## src/rtl/player_input_capture.sv

```systemverilog
// player_input_capture
//
// Controller-input front end for the register bank's player-input word.
// Each raw button line is optionally inverted, then synchronised into clk
// and debounced on its own channel. The block keeps two bitmaps: the
// debounced level, and sticky press-event bits that hold until the
// datapath reads the word. An overflow flag records a press that arrived
// while the same button's previous press was still unread.
//
// Ports:
//   clk           in  1        sole clock, rising edge
//   reset         in  1        asynchronous, active-high; clears all state
//   btn_in        in  NUM_BTN  raw asynchronous button lines
//   rd_strobe     in  1        one-cycle pulse: word sampled, clear events
//   player_word   out DATA_W   {overflow, zeros, sticky, level}
//   level         out NUM_BTN  debounced pressed state
//   event_pending out 1        OR of all sticky bits
//
// Parameter limits: 1 <= NUM_BTN <= (DATA_W-1)/2, SYNC_STAGES >= 2,
// DEBOUNCE_CYCLES >= 1.

module player_input_capture #(
    parameter int NUM_BTN         = 4,
    parameter int DATA_W          = 16,
    parameter int SYNC_STAGES     = 2,
    parameter int DEBOUNCE_CYCLES = 50000,
    parameter int ACTIVE_LOW      = 0
) (
    input  logic                clk,
    input  logic                reset,
    input  logic [NUM_BTN-1:0]  btn_in,
    input  logic                rd_strobe,
    output logic [DATA_W-1:0]   player_word,
    output logic [NUM_BTN-1:0]  level,
    output logic                event_pending
);

    localparam int CNT_W = $clog2(DEBOUNCE_CYCLES + 1);
    localparam logic [CNT_W-1:0] CNT_LAST = CNT_W'(DEBOUNCE_CYCLES - 1);

    typedef enum logic {
        STABLE   = 1'b0,
        CHANGING = 1'b1
    } db_state_e;

    // Pressed-is-1 view of the pins, taken before the synchroniser.
    logic [NUM_BTN-1:0] pol_in;
    assign pol_in = (ACTIVE_LOW != 0) ? ~btn_in : btn_in;

    // ------------------------------------------------------------------
    // Synchroniser: stage 0 samples the pins, the last stage feeds debounce.
    // ------------------------------------------------------------------
    logic [NUM_BTN-1:0] sync_q [SYNC_STAGES];
    logic [NUM_BTN-1:0] sync;

    // NOTE: sequential state uses non-blocking assignments so every flop
    // samples the pre-edge value of its neighbour; blocking here would
    // collapse the chain into a single stage.
    always_ff @(posedge clk or posedge reset) begin
        if (reset) begin
            // NOTE: the synchroniser is a small register array, not RAM, so
            // it is reset in a loop; an inferred memory would be left
            // unreset instead.
            for (int k = 0; k < SYNC_STAGES; k++) begin
                sync_q[k] <= '0;
            end
        end else begin
            sync_q[0] <= pol_in;
            for (int k = 1; k < SYNC_STAGES; k++) begin
                sync_q[k] <= sync_q[k-1];
            end
        end
    end

    assign sync = sync_q[SYNC_STAGES-1];

    // ------------------------------------------------------------------
    // Debounce, event and overflow state.
    // ------------------------------------------------------------------
    logic [CNT_W-1:0]   cnt_q [NUM_BTN];
    logic [CNT_W-1:0]   cnt_d [NUM_BTN];
    db_state_e          state [NUM_BTN];
    logic [NUM_BTN-1:0] level_q, level_d;
    logic [NUM_BTN-1:0] sticky_q, sticky_d;
    logic [NUM_BTN-1:0] rise;
    logic               overflow_q, overflow_d;

    always_ff @(posedge clk or posedge reset) begin
        if (reset) begin
            for (int i = 0; i < NUM_BTN; i++) begin
                cnt_q[i] <= '0;
            end
            level_q    <= '0;
            sticky_q   <= '0;
            overflow_q <= 1'b0;
        end else begin
            for (int i = 0; i < NUM_BTN; i++) begin
                cnt_q[i] <= cnt_d[i];
            end
            level_q    <= level_d;
            sticky_q   <= sticky_d;
            overflow_q <= overflow_d;
        end
    end

    // The FSM state is the agreement between the synchronised pin and the
    // accepted level; the count only runs while they disagree.
    always_comb begin
        // NOTE: every output of this block gets a default before any
        // branch, so no path can leave a value unassigned and infer a latch.
        level_d = level_q;
        rise    = '0;
        for (int i = 0; i < NUM_BTN; i++) begin
            cnt_d[i] = '0;
            state[i] = (sync[i] == level_q[i]) ? STABLE : CHANGING;
            case (state[i])
                STABLE: begin
                    cnt_d[i] = '0;
                end
                CHANGING: begin
                    if (cnt_q[i] == CNT_LAST) begin
                        // Commit: the press event comes from the commit
                        // itself, so it lands on the same edge as level.
                        level_d[i] = sync[i];
                        rise[i]    = sync[i];
                        cnt_d[i]   = '0;
                    end else begin
                        cnt_d[i] = cnt_q[i] + CNT_W'(1);
                    end
                end
                default: begin
                    cnt_d[i] = '0;
                end
            endcase
        end

        // A rise on the read edge survives the clear.
        sticky_d = (sticky_q & ~{NUM_BTN{rd_strobe}}) | rise;

        // A read clears the flag; a lost press can only be recorded when
        // no read happens on the same edge.
        if (rd_strobe) begin
            overflow_d = 1'b0;
        end else begin
            overflow_d = overflow_q | (|(rise & sticky_q));
        end
    end

    // ------------------------------------------------------------------
    // Outputs: pure functions of registers.
    // ------------------------------------------------------------------
    always_comb begin
        player_word                      = '0;
        player_word[NUM_BTN-1:0]         = level_q;
        player_word[2*NUM_BTN-1:NUM_BTN] = sticky_q;
        player_word[DATA_W-1]            = overflow_q;
    end

    assign level         = level_q;
    assign event_pending = |sticky_q;

endmodule

```

## config.mk

```make
export PLATFORM = sky130hd
export DESIGN_NAME = player_input_capture
export DESIGN_NICKNAME = d
export VERILOG_FILES = /design/src/rtl/player_input_capture.sv
export SDC_FILE = /design/constraint.sdc
export NUM_CORES = 1
export LEC_CHECK = 0
export ABC_CLOCK_PERIOD_IN_PS = 3000
export BUFFER_PORTS_ARGS = -buffer_cell sky130_fd_sc_hd__buf_2
export CAP_MARGIN = 15
export CORE_MARGIN = 2
export CORE_UTILIZATION = 39
export CTS_BUF_LIST = sky130_fd_sc_hd__clkbuf_8
export DETAILED_ROUTE_END_ITERATION = 10
export REMOVE_ABC_BUFFERS = 1
export SETUP_SLACK_MARGIN = 0.05
export SLEW_MARGIN = 15
export SYNTH_ARGS = -nofsm -noshare
export SYNTH_HDL_FRONTEND = slang
export SYNTH_SLANG_ARGS = --single-unit
```

## constraint.sdc

```tcl
create_clock -name clk -period 3 [get_ports clk]
set_input_delay 0.15 -clock clk [delete_from_list [all_inputs] [get_ports clk]]
set_output_delay 0.15 -clock clk [all_outputs]
set_load 0.005 [all_outputs]
```

== After elaboration in Yosys (flattened, before gate mapping) ==
Cells that the tools add are included.
Storage, ports and cells
  register bits: 81
  output and inout port bits: 21
Cells by class
  $add $sub $neg: 4
  equal/unequal tests: 8
  mux-type cells: 21
  bitwise gates (word level): 9
  reduce and logical (&&, ||, !) cells: 6
Operators by type and width (number)
  16-bit case mux with 2 select lines: 4
  16-bit by 1-bit adder with 16-bit output (second input constant): 4
  16-bit equality test (second input constant): 4
  16-bit two-way mux: 4
  1-bit two-way mux: 13
  4-bit AND: 2
  2-bit AND reduction: 4
  4-bit OR reduction: 2
  1-bit equality test: 4
  1-bit inverter: 4
  4-bit inverter: 1
  4-bit OR: 1
  1-bit OR: 1

== Longest topological paths before layout ==
  word-level depth: 7
  mapped depth: 6

== Worst setup path after synthesis ==
Ideal clock, no wire load.
  kind: register to register
  start point: register cnt_q[48] in the netlist's numbering
  end point: register cnt_q[53] in the netlist's numbering
  arrival: 1.551 ns
  data required time: 2.868 ns
  setup slack: 1.317 ns
  stages on the path, launching flop included: 7
  buffers on the path: 1
  period minus slack after synthesis: 1.683 ns
  cells stage by stage: dfrtp_1 ha_1 nand3_1 nand4b_1 nand2_1 clkbuf_1 nor2_1
RTL lines
  start, declared: line 80  | logic [CNT_W-1:0] cnt_q [NUM_BTN];
  start signal, assigned by index: line 98  | cnt_q[i] <= cnt_d[i];

==> results list <==
- After detailed routing, the average wire length per cell comes to 12.5 um.
- Final-layout fill cell count: 938
- Highest-delay cell along the critical path: nand2_1
- Standard-cell rows: 36
- Number of I/O port buffers: 20
- At the end of routability-driven placement, the weighted congestion stood at 0.788.
- Of the cells placed in the final design, the portion with a size suffix greater than 1 is 12.5%.
- The commonest cells after synthesis are dfrtp_1, nor2_1, xnor2_1.
- The floorplan step defined a die boundary enclosing 10600 um^2.
- Maximum net fanout on the critical path: 15
- Final net count: about 410
* Starting density of the core: 39.6%
* I/O pins: 28
- The via count of the first global-routing pass is ~2500.
- The tightest min-delay check is of the primary input to asynchronous set/reset pin type.
- By startpoint and endpoint, the worst setup path is classified as flop to flop.
- The worst setup path is launched from a flop.
- Worst vdd ir: 344 uV
- The signal on the critical path passes through ha_1, nand3_1, nand4b_1, nand2_1, nor2_1.
- Total placed cells including tap cells: ~520
* Leakage: around 1.8 nW
- Final Cycle Share: around 65%
- Buffers added to address setup during post-CTS repair amount to 0.
- Minimum period implied by the final worst setup slack: 1.96 ns
- Worst hold slack: -0.0803 ns
- Part of the power in the clock network: between 40% and 50%
* Post-synthesis sequential area ratio: 53.0%
- Part of the power in combinational logic: under 10%
- Achievable Freq: 511 MHz
- Buffer cell driving the clock tree root: clkbuf_8
* Area of the core: 9640 um^2
* Proportion of total power due to net switching: between 20% and 30%
- Yosys Warn Count: 0
- Clock-pin slew was measured on the worst setup and hold paths at 0.08 ns.
- EDFF count, synth: 0
- TritonCTS built the clock tree.
- Post-layout instance count excluding filler cells: 541
- Antenna cells: 0
- Max-cap violations: 0
* Die X-Extent: around 100 um
- DRC Markers: 0
* Least-Margin Pin Slew: 0.734 ns
- Counting both buffers and inverters, the worst setup path holds a total of 0.
- Clock skew on the completed layout was measured at 0.00463 ns.
- Summed over all nets, the switching power comes to roughly 0.45 mW.
* Proportion of netlist area held by the largest area contributor: between 50 and 60%
- The detailed router placed 2658 vias in this run.
- Of all cell types, the one taking the most synthesized area is dfrtp_1.
- Worst path required time: 3.22 ns
* Dpl ws: ~1.1 ns
* Final setup fails: 0
* Length of the first detailed-routing pass in iterations: 4
* Pwr Density: 484 nW/um^2
* Largest net degree at the start of global routing: 62
* Signed area change from the synthesized netlist to the final layout: 12.1%
- Total grt overflow: 0
* Flops & latches, synth: 81
- The checks that failed: hold timing.
- Cell-internal power: 1.62 mW
- Summed instance area of the synthesized netlist: between 3000 and 4000 um^2
- Global-route wire length before repair: 11500 um
- In the final timing run, aggregate negative setup slack is 0 ns.
- Starting DRT DRC Count: 104
- dfrtp_1 is the most common cell in the netlist.
- The flow ran to the end, but the final reports show violations.
- Most instantiated flip-flop cell in the synthesis netlist: dfrtp_1
- Max-slew violation count: 0
- Post-DP HPWL: 4590 um
- Insertion delay of the later-clocked pin in the worst-skew pair: 0.35 ns
- After synthesis, the cell types taking the most area are dfrtp_1, xnor2_1, nor2_1, nand3_1, xor2_1.
- Worst-case setup margin in the final layout: between 1 and 1.5 ns
- Vias per std cell: roughly 5
- Number of distinct library cells after synthesis: 32
* Maximum root-to-sink buffer count: 2
- TritonCTS sink count: between 80 and 90
* Synthesized instance count: 376
* GRT Util Overall: between 10 and 15%
- On the critical path the largest part of the delay comes from simple AND/OR/NAND/NOR gates.
- Overall die height: 103 um
- Initial antenna violation count: 0
* Headroom to the max-slew limit: 51.1%
* RSZ-0062 raised after global routing: false
- After synthesis, the share of flip-flops with an asynchronous set or reset is 100%.
- Synthesized area per cell: 10.2 um^2
- H-Tree Level Count: 3
* Critical Path End Type: flop
* Post-route ant nets: 0
* Sequential share of power: a little over half
- CP peak stage delay: 0.50 ns
- STA puts the critical path data arrival time at 2.18 ns.
* Hold Fails Final Rpt: 59
- R2R Setup Slk: 1.04 ns
- Clock buffer count from CTS: 9
* Routed WL: 6760 um
-- routing by layer --
layer	part of all wire, %	GRT usage (%)	wire length (um)	vias up
met4	2.8	8.70	190	0
met1	52	20.0	3500	1281
li1	-	-	-	1329
met3	2.8	2.71	187	12
met5	0	0	0	-
met2	43	19.9	2880	36
-- worst paths after layout --
check | endpoint | cells after the start | startpoint
worst min-delay path | cnt_q[25] | 2 | reset
max in group asynchronous | cnt_q[6] | 3 | reset
worst max register to register | cnt_q[54] | 5 | cnt_q[48]
min in group clk | overflow_q | 2 | rd_strobe
worst max-delay path | cnt_q[54] | 5 | cnt_q[48]
worst min register to register | sync[1] | 0 | sync_q[5]
-- stage by stage --
step	util (%)	cell area [um^2]	total power [mW]	hold slack, ns
2_1_floorplan	-	3740	1.19	0.181
3_3_place_gp	41.7	4020	1.22	0.257
3_5_place_dp	41.7	4020	1.22	0.260
4_1_cts	44.4	4280	2.11	0.0121
5_1_grt	44.4	4280	2.16	0.000911
6_report	44.4	4280	2.07	-0.0803
-- sequential cells by signal (all words and copies together), names as in the netlist --
name	flops
cnt_q	64
level	4
sticky_q	4
overflow_q	1
sync_q	4
sync	4
-- power groups by stage --
stage / sequential, mW / combinational [mW] / clock, mW
2_1_floorplan: 1.14 / 0.0506 / 0
3_3_place_gp: 1.15 / 0.0731 / 0
3_5_place_dp: 1.15 / 0.0741 / 0
4_1_cts: 1.13 / 0.0784 / 0.906
5_1_grt: 1.13 / 0.0892 / 0.944
6_report: 1.13 / 0.0757 / 0.870
-- cells by family (layout without fill, tap and decap cells) --
group,Yosys count,after routing,synth area share (%)
AO/OA/AOI/OAI,23,23,3.41
flip-flops,81,81,53.0
adder cells (fa/ha/maj),4,4,1.31
other,1,7,0.0981
XOR/XNOR,52,52,11.9
AND/OR/NAND/NOR,181,181,24.9
buffers and inverters,30,56,4.13
multiplexers,4,4,1.18
-- final cells by class --
cell class | count | area [um^2] | area share (%)
inverter | 14 | 55.1 | 1.29
clock buffer | 10 | 138 | 3.21
timing repair buffer | 26 | 155 | 3.62
clock inverter | 6 | 82.6 | 1.93
tap | 133 | 166 | 3.89
sequential | 81 | 2030 | 47.3
multi-input combinational | 271 | 1660 | 38.7
-- timing repair --
| action | 4_1_cts | 5_1_grt |
|---|---|---|
| hold buffers | 4 | 0 |
| resized for setup | 0 | 0 |
| hold endpoints to repair | 4 | 0 |
-- cells in the final DEF, fill, tap and decap left out, types with 2 or more instances in the layout --
cell	Yosys	routed
buf_2	0	20
bufinv_16	0	2
nor3_1	8	8
ha_1	4	4
or3_1	9	9
xnor2_1	41	41
or4_4	4	4
and3_1	6	6
nand3_1	23	23
inv_1	14	14
dlygate4sd3_1	0	4
nand2b_1	4	4
o21ai_0	8	8
nor4_1	12	12
dfrtp_1	81	81
a21oi_1	8	8
o22ai_1	4	4
and4bb_2	3	3
nand4_1	11	11
xor2_1	11	11
nand2_1	24	24
clkinv_2	0	2
clkbuf_8	0	10
mux2_2	4	4
conb_1	1	7
nor2_1	63	63
nor4b_1	4	4
buf_4	12	2
nand4b_1	2	2
nor4bb_1	5	5
Note: power is estimated with default switching activity, not from simulation.
